<file path="config.mk">
export PLATFORM = sky130hd
export DESIGN_NAME = cache_mem_arbiter
export DESIGN_NICKNAME = d
export VERILOG_FILES = /design/src/rtl/cache_mem_arbiter.sv
export SDC_FILE = /design/constraint.sdc
export NUM_CORES = 1
export LEC_CHECK = 0
export BUFFER_PORTS_ARGS = -buffer_cell sky130_fd_sc_hd__buf_4
export CORE_AREA = 2 2 542 544
export CTS_CLUSTER_SIZE = 28
export DETAILED_ROUTE_END_ITERATION = 6
export DIE_AREA = 0 0 544 546
export GPL_ROUTABILITY_DRIVEN = 0
export MAX_ROUTING_LAYER = met4
export PLACE_DENSITY = 0.3
export SETUP_SLACK_MARGIN = 0.05
export SLEW_MARGIN = 10
export SYNTH_ARGS = -nofsm -noshare
export SYNTH_HDL_FRONTEND = slang
export SYNTH_SLANG_ARGS = --single-unit
</file>
<file path="constraint.sdc">
create_clock -name clk -period 8.7 [get_ports clk]
set_input_delay 0.435 -clock clk [delete_from_list [all_inputs] [get_ports clk]]
set_output_delay 0.435 -clock clk [all_outputs]
set_load 0.1 [all_outputs]
</file>
<file path="src/rtl/cache_mem_arbiter.sv">
// Arbitrates the single physical-memory line port between I-cache and D-cache.
// One transaction in flight; round-robin on contention; command/address/data latched at grant.
module cache_mem_arbiter #(
    parameter int LINE_W = 256,
    parameter int ADDR_W = 32
) (
    input  logic              clk,
    input  logic              rst,
    input  logic              i_read,
    input  logic [ADDR_W-1:0] i_addr,
    output logic [LINE_W-1:0] i_rdata,
    output logic              i_resp,
    input  logic              d_read,
    input  logic              d_write,
    input  logic [ADDR_W-1:0] d_addr,
    input  logic [LINE_W-1:0] d_wdata,
    output logic [LINE_W-1:0] d_rdata,
    output logic              d_resp,
    output logic              pmem_read,
    output logic              pmem_write,
    output logic [ADDR_W-1:0] pmem_addr,
    output logic [LINE_W-1:0] pmem_wdata,
    input  logic [LINE_W-1:0] pmem_rdata,
    input  logic              pmem_resp
);
    typedef enum logic [1:0] {IDLE = 2'd0, I_BUSY = 2'd1, D_BUSY = 2'd2} state_e;

    state_e            state_q, state_d;
    logic              last_d_q, last_d_d;
    logic              pmem_read_q, pmem_read_d;
    logic              pmem_write_q, pmem_write_d;
    logic [ADDR_W-1:0] pmem_addr_q, pmem_addr_d;
    logic [LINE_W-1:0] pmem_wdata_q, pmem_wdata_d;
    logic              d_req, grant_d, grant_i;

    always_comb begin
        state_d      = state_q;
        last_d_d     = last_d_q;
        pmem_read_d  = pmem_read_q;
        pmem_write_d = pmem_write_q;
        pmem_addr_d  = pmem_addr_q;
        pmem_wdata_d = pmem_wdata_q;
        d_req        = d_read | d_write;
        // On contention the side that did not win last time is granted.
        grant_d      = (state_q == IDLE) && d_req && (!i_read || !last_d_q);
        grant_i      = (state_q == IDLE) && i_read && !grant_d;
        case (state_q)
            IDLE: begin
                if (grant_d) begin
                    state_d      = D_BUSY;
                    last_d_d     = 1'b1;
                    pmem_write_d = d_write;
                    pmem_read_d  = !d_write;
                    pmem_addr_d  = d_addr;
                    pmem_wdata_d = d_wdata;
                end else if (grant_i) begin
                    state_d      = I_BUSY;
                    last_d_d     = 1'b0;
                    pmem_read_d  = 1'b1;
                    pmem_write_d = 1'b0;
                    pmem_addr_d  = i_addr;
                end
            end
            I_BUSY, D_BUSY: begin
                if (pmem_resp) begin
                    state_d      = IDLE;
                    pmem_read_d  = 1'b0;
                    pmem_write_d = 1'b0;
                end
            end
            default: begin
                state_d      = IDLE;
                pmem_read_d  = 1'b0;
                pmem_write_d = 1'b0;
            end
        endcase
    end

    always_ff @(posedge clk or posedge rst) begin
        if (rst) begin
            state_q      <= IDLE;
            last_d_q     <= 1'b0;
            pmem_read_q  <= 1'b0;
            pmem_write_q <= 1'b0;
            pmem_addr_q  <= '0;
            pmem_wdata_q <= '0;
        end else begin
            state_q      <= state_d;
            last_d_q     <= last_d_d;
            pmem_read_q  <= pmem_read_d;
            pmem_write_q <= pmem_write_d;
            pmem_addr_q  <= pmem_addr_d;
            pmem_wdata_q <= pmem_wdata_d;
        end
    end

    assign pmem_read  = pmem_read_q;
    assign pmem_write = pmem_write_q;
    assign pmem_addr  = pmem_addr_q;
    assign pmem_wdata = pmem_wdata_q;
    // Completion is combinational off pmem_resp and only to the granted side.
    assign i_resp     = (state_q == I_BUSY) && pmem_resp;
    assign d_resp     = (state_q == D_BUSY) && pmem_resp;
    assign i_rdata    = pmem_rdata;
    assign d_rdata    = pmem_rdata;
endmodule

</file>
======== After elaboration in Yosys (flattened, before gate mapping) ========
Index checks and enable logic that the tools add are counted.
storage, ports and cells
  flip-flop bits (word level) ............. 293
operators by class
  reductions and logical operators ........ 17
  equal/unequal tests ..................... 4
  bitwise gates (word level) .............. 1
  mux-type cells .......................... 14
operator list
  cell                number
  $mux 32             2
  $logic_and 1x1->1   6
  $mux 1              6
  $mux 2              3
  $reduce_and 2->1    3
  $logic_not 1->1     4
  $pmux 1 s2          2
  $pmux 2 s2          1
  $ne 3x3->1 const B  1
  $eq 2x1->1 const B  1
  $eq 2x2->1 const B  1
  $logic_not 2->1     1
  $ne 2x2->1 const B  1
  $reduce_bool 2->1   1
  $reduce_or 2->1     1
  $logic_or 1x1->1    1
  $or 1x1->1          1

======== Depth between registers and ports, before layout ========
Gate-level depths: netlist of run 1.
  depth after elaboration ................. 8
  depth in mapped cells ................... 7
  mapped depth without buffers ............ 5

======== Worst setup path before layout of run 1 ========
OpenSTA, ideal clock, no wires.
  path type ............................... register to register
  from .................................... reg state_q[0]
  to ...................................... reg pmem_wdata_q[0], in the netlist pmem_wdata[0]
  cell stages (with the launch flop) ...... 8
  arrival time ............................ 1.719 ns
  setup slack ............................. 6.854 ns
  library setup time ...................... 0.126 ns
  cell sequence ........................... dfrtp_1 > inv_1 > ha_1 > a21bo_4 > nor2_8 > buf_12 > buf_12 > mux2_4
between the ends
  longest elaborated chain between the ends .. 4
ends and longest elaborated chain
  element                                line    source
  start, declared                        28      state_e state_q, state_d;
  start signal, assigned                 88      state_q <= state_d;
  $logic_not 2->1 (*)                    45, 47
  $logic_and 1x1->1 (2 in a row)         45      grant_d = (state_q == IDLE) && d_req && (!i_read || !last_d_q);
  $reduce_and 2->1 (no source line) (*)  -
  end signal, assigned                   93      pmem_wdata_q <= pmem_wdata_d;
  end, declared                          33      logic [LINE_W-1:0] pmem_wdata_q, pmem_wdata_d;
Mark *: on every way between the ends. The rest lies on a longest branch, timed or not.
A chain may end at the register's enable or synchronous reset.

======== Worst setup path in the final report of run 1 ========
  from .................................... reg state_q[0]
  to ...................................... reg pmem_wdata_q[2], in the netlist pmem_wdata[2]
The elaborated chain is that of the path after synthesis.

==> flow_summary_export.csv, run 1 <==
group,metric,value,unit
layout,fin_util,8.43,%
worst_hold_path,holdCritPathClass,"input pin to flop",
clock_network,clkSlewWorstSetupHoldPaths,60,ps
drt,dr.first_iter.drc_count,517,
synth,yosysWarnings,0,
clock_network,cts_root_buf,"clkbuf_16",
synth,synth_top_area_share,45.1,%
critical_path,worstPathRequired,9180,ps
timing,worst_slew_pin_slew,1180,ps
grt,grt.total_usage,8.81,%
floorplanning,fp.dieW,544,microns
timing,fin_tns_setup,0,ps
place,dp_hpwl,118000,microns
layout,seq_area,7330,sq um
synth,syn-num-nets,1849,
timing,period_minus_slack,3590,ps
floorplanning,io-pin-count,1386,
grt,antenna_found_initial,28,
layout,areaGrowthSynthToFinish,51.3,%
synth,netlist-cell-type-count,30,
timing,setup_viol,0,
clock_network,post_cts.repair.setup_buffers,0,
critical_path,slowest_delay,650,ps
power_and_ir_drop,p_leak,9.89,nW
floorplanning,die_y,546,microns
critical_path,cp-end-kind,"flop",
clock_network,clock_latency,600,ps
clock_network,clock_path_buffers,3,
layout,final_nets,2137,
layout,drive_gt1_share,60.6,%
timing,clock_skew,25.7,ps
synth,synth_seq_area_share,45.1,%
clock_network,htree_levels,2,
critical_path,crit_path_max_fanout,94,
status,outcome,"finished, final reports clean",
timing,hold_viol_final,0,
timing,drv_slew,0,
power_and_ir_drop,worst_ir_drop_vdd,365,uV
drt,routed_wl,133000,microns
floorplanning,coreArea,292000,sq um
grt,grt_pass1_wl,160000,microns
layout,fillers,33800,
clock_network,cts_num_sinks,293,
run,maxCapViolations,0,
floorplanning,dieArea,297000,sq um
power_and_ir_drop,power_density,548,nW/um^2
grt,grt_pass1_vias,11200,
floorplanning,rows,199,
timing,hold-worst-slack,73.0,ps
grt,overflow,0,
layout,final_common_cell,"buf_4",
drt,wl_per_cell,24.2,microns
synth,yosysTopAreaCell,"dfrtp_1",
timing,relSlewSlack,21.2,%
drt,drtPass1Iterations,5,
synth,netlist_area,16300,sq um
critical_path,critPathKind,"flop to flop",
timing,period_share,41.3,%
timing,fmax,278,MHz
grt,grt_max_degree,100,
critical_path,startpoint_type,"flop",
drt,vias,10800,
place,port-buffer-count,617,
layout,multi_input_area,4500,sq um
drt,via_per_inst,1.96,
floorplanning,start_util,5.57,%
synth,yosys_register_bits,293,
critical_path,critPathArrivalTime,4070,ps
synth,postSynthAreaPerCell,12.9,sq um
synth,synth_area_leaders,"dfrtp_1 45%, buf_4 24%, mux2_4 18%",
timing,rsz0062_at_grt,"no",
layout,mostFrequentLayoutCells,"630 x buf_4, 293 x dfrtp_1, 200 x mux2_4",
clock_network,cts_made_buffers,42,
critical_path,path_cells,"inv_1 > ha_1 > a21bo_4 > nor2_8 > buf_4 > buf_12 > mux2_4",
drt,ant_nets,0,
critical_path,cp_slowest_cell,"nor2_8",
drt,drc,0,
synth,synth_cells,1264,
clock_network,cts_tree,"done",
## cells by family (layout without fill, tap and decap cells)
logic type      count (synthesis)  in the layout  share of synthesized area (%)
buf+inv                       563            879                           27.3
flops                         293            293                           45.1
mux                           257            257                           22.4
compound gates                104            104                           3.77
simple gates                   44             44                           1.23
fa+ha+maj                       3              3                          0.231
other cells                     0              4                              0
## critical path, delay by kind of cell, from the launching register on
| kind | cells | cell delay, ps |
|---|---|---|
| AOI/OAI and AO/OA | 1 | 450 |
| adders and majority gates | 1 | 300 |
| buffers and inverters | 3 | 960 |
| DFF | 1 | 400 |
| muxes | 1 | 360 |
| and+or+nand+nor | 1 | 650 |
## report_power, final
part | internal (mW) | switching, mW | total (mW)
registers | 2.08 | 0.491 | 2.57
logic | 2.22 | 6.94 | 9.15
clock network | 1.05 | 0.720 | 1.77
total | 5.34 | 8.15 | 13.5
## cells in the mapped netlist (all sizes together)
cell type	count
nor3	1
a21oi	32
or2	1
a22o	2
a32o	1
mux2i	1
ha	3
o31ai	1
nor2	35
nand2	4
inv	3
and2	2
mux2	256
a31oi	32
nor2b	1
a21boi	1
o31a	1
clkbuf	15
a21o	1
dfrtp	293
o21ai	32
buf	545
a21bo	1
## what timing repair did
item / CTS / global route
endpoints found under the hold margin: 249 / 0
gates resized for setup: 0 / 0
hold buffers: 172 / 0
## state kept, by name, summed over array words and instances (netlist names)
name        cells
pmem_write      1
last_d_q        1
pmem_read       1
pmem_addr      32
pmem_wdata    256
state_q         2
## layer usage
layer / track usage [%] / vias to the layer above / wire length [microns]
met3: 8.50 / 259 / 29600
met2: 14.5 / 1171 / 63200
met1: 6.61 / 5036 / 35800
met5: - / - / 0
li1: - / 4306 / -
met4: 2.83 / 0 / 4850
## final timing paths
| path | from | endpoint | slack [ps] | depth (start not counted) |
|---|---|---|---|---|
| setup / recovery | state_q[0] | pmem_wdata[2] | 5110 | 7 |
| hold / removal | d_wdata[5] | pmem_wdata[5] | 70 | 2 |
| setup reg to reg | state_q[0] | pmem_wdata[2] | 5110 | 7 |
| hold reg to reg | pmem_write | pmem_write | 490 | 1 |
| max in group asynchronous | rst | pmem_addr[16] | 6210 | 5 |
| min in group asynchronous | rst | pmem_wdata[157] | 460 | 3 |
## final cells by class
type	instances	area share, %
inverter	3	0.0763
multi-input combinational	408	18.3
sequential	293	29.8
tap	3919	19.9
antenna	4	0.0407
clock inverter	12	0.564
timing repair buffer	804	26.4
clock buffer	60	4.92
## through the flow
step                      power, mW  setup slack (ps)  cell area, sq um  cells
after floorplan                10.5               174             16300   1264
after global placement         11.8              5100             21500   5255
after detailed placement       11.9              5070             21500   5255
after CTS                      13.8              5080             24600   5499
after global routing           14.1              4960             24600   5502
final                          13.5              5110             24600   5503
(Power assumes the default switching activity.)
==> run 2: changes to the inputs <==
- ABC_AREA: not set -> 1
- CORE_AREA: 2 2 542 544 -> 2 2 545 547
- DIE_AREA: 0 0 544 546 -> 0 0 547 549
- clock period: 8.7 -> 2.9 ns (I/O delays scaled with it)
==> flow_summary_export.csv, run 2 <==
group,metric,value,unit
grt,grt.total_usage,8.77,%
timing,rsz0062_at_grt,"no",
grt,antenna_found_initial,49,
synth,syn-num-nets,2489,
synth,synth-edff-count,0,
layout,final_nets,2923,
synth,synth_cells,1904,
critical_path,cp-end-kind,"flop",
timing,clock_skew,22.3,ps
layout,areaGrowthSynthToFinish,68.3,%
clock_network,post_cts.repair.setup_buffers,0,
synth,netlist-cell-type-count,12,
drt,via_per_inst,2.19,
synth,yosys_most_used_dff,"dfrtp_1",
timing,worst_slack,336,ps
layout,drive_gt1_share,30.2,%
clock_network,clock_latency,650,ps
place,place_inst,5901,
floorplanning,coreArea,295000,sq um
floorplanning,start_util,5.25,%
timing,hold_viol_final,0,
place,place_ws,589,ps
floorplanning,io-pin-count,1386,
floorplanning,dieArea,300000,sq um
drt,wl_per_cell,20.9,microns
synth,yosys_register_bits,293,
critical_path,worstPathRequired,3440,ps
drt,wl_met2,51200,microns
timing,hold-worst-slack,234,ps
drt,vias,13800,
synth,yosys-top-cells-count,"912 x nand2_1, 523 x buf_4, 293 x dfrtp_1, 73 x inv_1, 41 x buf_2",
critical_path,cp_slowest_cell,"dlygate4sd3_1",
grt,grt_pass1_vias,14700,
grt,grt_max_degree,87,
worst_hold_path,holdCritPathClass,"input pin to flop",
layout,mostFrequentLayoutCells,"912 x nand2_1, 626 x buf_4, 329 x dlygate4sd3_1",
critical_path,crit_path_max_fanout,38,
power_and_ir_drop,worst_ir_drop_vdd,649,uV
place,port-buffer-count,617,
place,dp_hpwl,112000,microns
critical_path,reg2reg_from,"state_q[0]",
critical_path,critPathLaunch,"state_q[0]",
place,place_area,21200,sq um
power_and_ir_drop,p_leak,11.9,nW
power_and_ir_drop,power_density,1540,nW/um^2
grt,grt_pass1_wl,165000,microns
timing,relSlewSlack,52.2,%
timing,setup_viol,0,
clock_network,cts_made_buffers,45,
synth,yosysTopAreaCell,"dfrtp_1",
clock_network,cts_root_buf,"clkbuf_16",
drt,drc,0,
timing,worst_slew_pin_slew,718,ps
synth,synth_area_leaders,"dfrtp_1 47%, buf_4 25%, nand2_1 22%",
synth,postSynthAreaPerCell,8.13,sq um
timing,fmax,390,MHz
clock_network,htree_levels,2,
grt,overflow,0,
drt,routed_wl,133000,microns
drt,met3_length,28500,microns
floorplanning,fp.dieW,547,microns
synth,synth_seq_area_share,47.4,%
timing,period_share,88.4,%
critical_path,crit_path_frequent_cell,"nand2_1",
run,maxCapViolations,0,
worst_hold_path,hp-start,"d_wdata[142]",
layout,final_cell_count_no_fill,6327,
status,outcome,"finished, final reports clean",
critical_path,path_cells,"inv_1 > ha_1 > nand2_1 > nor2_4 > buf_6 > nand2_1 > nand2_1 > dlygate4sd3_1 > nand2_1",
floorplanning,rows,200,
synth,netlist_area,15500,sq um
drt,drtPass1Iterations,5,
critical_path,critPathKind,"flop to flop",
clock_network,cts_num_sinks,293,
clock_network,clock_path_buffers,3,
synth,synth_most_common_cell,"nand2_1",
synth,ys_async_sr_fraction,100,%
drt,ant_nets,0,
synth,synth_top_area_share,47.4,%
timing,drv_slew,0,
layout,largest_register_ff_count,256,
layout,finalInstanceArea,26000,sq um
floorplanning,die_y,549,microns
critical_path,critPathArrivalTime,3100,ps
layout,final_common_cell,"nand2_1",
critical_path,startpoint_type,"flop",
critical_path,slowest_delay,550,ps
drt,dr.first_iter.drc_count,694,
clock_network,cts_tree,"done",
clock_network,clkSlewWorstSetupHoldPaths,60,ps
timing,period_minus_slack,2560,ps
synth,yosysWarnings,0,
drt,top_layer,"met4",
drt,m1WireLength,43700,microns
run 2: critical path, delay by kind of cell, from the launching register on:
kind,cells,cell delay (ps)
adders and majority gates,1,380
buffers and inverters,3,1010
DFF,1,390
and+or+nand+nor,5,620
run 2: power by group:
part / total (mW) / switching, mW / internal [mW]
combinational: 26.6 / 21.8 / 4.78
sequential: 7.55 / 1.42 / 6.13
clock: 5.96 / 2.48 / 3.48
total: 40.1 / 25.7 / 14.4
run 2: kinds of logic after synthesis:
logic type                 count (synthesis)  synth area share (%)
buffers and inverters                    654                  28.9
AOI/OAI and AO/OA                         37                  1.20
adders and majority gates                  3                 0.243
and+or+nand+nor                          917                  22.3
DFF                                      293                  47.4
run 2: cell type report:
cell class / instances / area (sq um)
Timing Repair Buffer: 968 / 8240
Clock inverter: 18 / 185
Inverter: 73 / 278
Tap cell: 3939 / 4930
Antenna cell: 14 / 35.0
Multi-Input combinational cell: 957 / 3700
Sequential cell: 293 / 7330
Clock buffer: 65 / 1340
Fill cell: 34500 / 269000
run 2: worst paths after layout:
| check | to | slack, ps | depth (start not counted) |
|---|---|---|---|
| worst max-delay path | pmem_addr[31] | 340 | 9 |
| worst min-delay path | pmem_wdata[142] | 230 | 4 |
| worst max register to register | pmem_addr[31] | 340 | 9 |
| worst min register to register | pmem_wdata[104] | 470 | 2 |
| max in group asynchronous | pmem_wdata[145] | 1210 | 5 |
| min in group asynchronous | pmem_wdata[57] | 660 | 4 |
run 2: timing repair:
item                                   in CTS  in global routing
setup endpoints to repair                   0                  4
endpoints found under the hold margin     550                  0
hold buffers                              329                  0
resized for setup                           0                  1
run 2: per-layer routing:
layer,vias to the layer above,global-route usage (%)
met2,882,11.5
met5,-,-
met3,533,8.21
met1,6367,8.14
met4,0,5.35
li1,6058,-
run 2: stage by stage:
| stage | total power, mW | util [%] | TNS, ps |
|---|---|---|---|
| after floorplan | 28.4 | - | -332300 |
| after global placement | 34.1 | 7.18 | 0 |
| after detailed placement | 34.1 | 7.18 | 0 |
| after CTS | 41.2 | 8.82 | 0 |
| after global routing | 42.6 | 8.82 | 0 |
| final | 40.1 | 8.83 | 0 |
==> run 3: changes to the inputs <==
- RECOVER_POWER: not set -> 100
==> flow_summary_export.csv, run 3 (synthesis results as in run 2) <==
group,metric,value,unit
status,outcome,"finished with violations",
status,violations,"max-capacitance violations, max-slew violations",
critical_path,reg2reg_to,"pmem_addr[31]",
timing,drv_slew,37,
grt,overflow,0,
place,place_inst,5901,
floorplanning,rows,200,
grt,antenna_found_initial,49,
layout,mostFrequentLayoutCells,"912 x nand2_1, 329 x dlygate4sd3_1, 328 x buf_4",
timing,period_share,88.4,%
drt,routed_wl,132000,microns
layout,fillers,34700,
floorplanning,coreArea,295000,sq um
critical_path,path_cells,"inv_1 > ha_1 > nand2_1 > nor2_4 > buf_6 > nand2_1 > nand2_1 > dlygate4sd3_1 > nand2_1",
drt,ant_nets,0,
timing,rsz0062_at_grt,"no",
critical_path,critPathArrivalTime,3110,ps
critical_path,crit_path_frequent_cell,"nand2_1",
layout,final_common_cell,"nand2_1",
critical_path,worstPathRequired,3440,ps
grt,grt_pass1_vias,14700,
worst_hold_path,holdPathEnd,"pmem_wdata[142]",
timing,period_minus_slack,2560,ps
power_and_ir_drop,fin_total_pwr,38.4,mW
grt,grt.busiest_layer,"met2",
clock_network,clkSlewWorstSetupHoldPaths,60,ps
critical_path,slowest_delay,550,ps
floorplanning,dieArea,300000,sq um
floorplanning,start_util,5.25,%
run,maxCapViolations,43,
timing,fmax,390,MHz
timing,setup_viol,0,
layout,final_cell_count_no_fill,6328,
worst_hold_path,hp-start,"d_wdata[142]",
timing,relSlewSlack,-13.6,%
layout,seq_area,7330,sq um
grt,met3_usage,8.21,%
clock_network,post_cts.repair.setup_buffers,0,
clock_network,htree_levels,2,
grt,grtUsageMet2,11.5,%
floorplanning,die_y,549,microns
layout,largest_register_ff_count,256,
layout,areaGrowthSynthToFinish,61.1,%
clock_network,cts_root_buf,"clkbuf_16",
timing,hold_viol_final,0,
drt,drtPass1Iterations,5,
power_and_ir_drop,worst_ir_drop_vdd,654,uV
grt,grt.total_usage,8.77,%
worst_hold_path,holdCritPathClass,"input pin to flop",
critical_path,r2r_cells,9,
layout,multi_input_area,3700,sq um
place,dp_hpwl,112000,microns
grt,grt_max_degree,87,
grt,grt_pass1_wl,165000,microns
layout,final_nets,2923,
floorplanning,io-pin-count,1386,
timing,clock_skew,23.2,ps
clock_network,clock_latency,650,ps
critical_path,reg2reg_from,"state_q[0]",
clock_network,cts_tree,"done",
critical_path,r2r_slack,340,ps
timing,worst_slew_pin_slew,1710,ps
drt,wl_per_cell,20.9,microns
drt,drc,0,
critical_path,crit_path_max_fanout,38,
worst_hold_path,hold_depth,4,
critical_path,cp-end-kind,"flop",
clock_network,cts_num_sinks,293,
critical_path,startpoint_type,"flop",
drt,via_per_inst,2.18,
critical_path,cp_slowest_cell,"dlygate4sd3_1",
clock_network,cts_made_buffers,45,
power_and_ir_drop,p_leak,10.9,nW
drt,vias,13800,
clock_network,clock_path_buffers,3,
layout,drive_gt1_share,19.7,%
drt,dr.first_iter.drc_count,680,
floorplanning,fp.dieW,547,microns
grt,grtUsageMet1,8.14,%
place,port-buffer-count,617,
critical_path,critPathKind,"flop to flop",
power_and_ir_drop,power_density,1540,nW/um^2
[run 3: area by class of cell]
| type | count | share of cell area (%) |
|---|---|---|
| inverter | 73 | 1.10 |
| antenna | 15 | 0.151 |
| clock inverter | 18 | 0.743 |
| multi-input combinational | 957 | 14.8 |
| timing repair buffer | 968 | 28.6 |
| clock buffer | 65 | 5.39 |
| sequential | 293 | 29.4 |
| tap | 3939 | 19.8 |
[run 3: stage by stage]
step | cell area (sq um) | hold WS [ps] | setup WS [ps] | setup TNS, ps | utilization [%]
finish | 24900 | 232 | 337 | 0 | 8.45
global route | 24900 | 200 | 94.1 | 0 | 8.44
floorplan | 15500 | 262 | -1130 | -332300 | -
global placement | 21200 | 197 | 653 | 0 | 7.18
detailed placement | 21200 | 190 | 589 | 0 | 7.18
CTS | 26000 | 140 | 180 | 0 | 8.82
[run 3: how the worst max path moves through the flow]
stage          cells past startpoint              end  slack, ps  startpoint
2_1_floorplan                      1         last_d_q      -1130         rst
3_3_place_gp                       8  pmem_wdata[122]        650  state_q[0]
3_5_place_dp                       8  pmem_wdata[167]        590  state_q[0]
4_1_cts                            9    pmem_addr[21]        180  state_q[0]
5_1_grt                            5   pmem_wdata[40]         90         rst
6_report                           9    pmem_addr[31]        340  state_q[0]
[run 3: timing repair]
| action | 4_1_cts | 5_1_grt |
|---|---|---|
| hold buffers | 329 | 0 |
| endpoints found under the hold margin | 550 | 0 |
| setup endpoints to repair | 0 | 4 |
| resized for setup | 0 | 1 |
[run 3: routing by layer]
metal	vias to the layer above	routed length (microns)	part of all wire [%]
met2	875	51200	39
met4	0	9140	6.9
met1	6349	43100	33
met3	528	29000	22
li1	6069	-	-
met5	-	0	0
[run 3: critical path: cells and delay by family (launching register included)]
family	cells	cell delay [ps]
fa+ha+maj	1	380
buf+inv	3	980
flops	1	390
simple gates	5	620
[run 3: power breakdown]
part | switching, mW | leakage [nW] | internal (mW)
Sequential | 1.36 | 3.59 | 6.13
Clock | 2.48 | 0.756 | 3.48
Combinational | 21.9 | 6.56 | 3.08
Total | 25.7 | 10.9 | 12.7
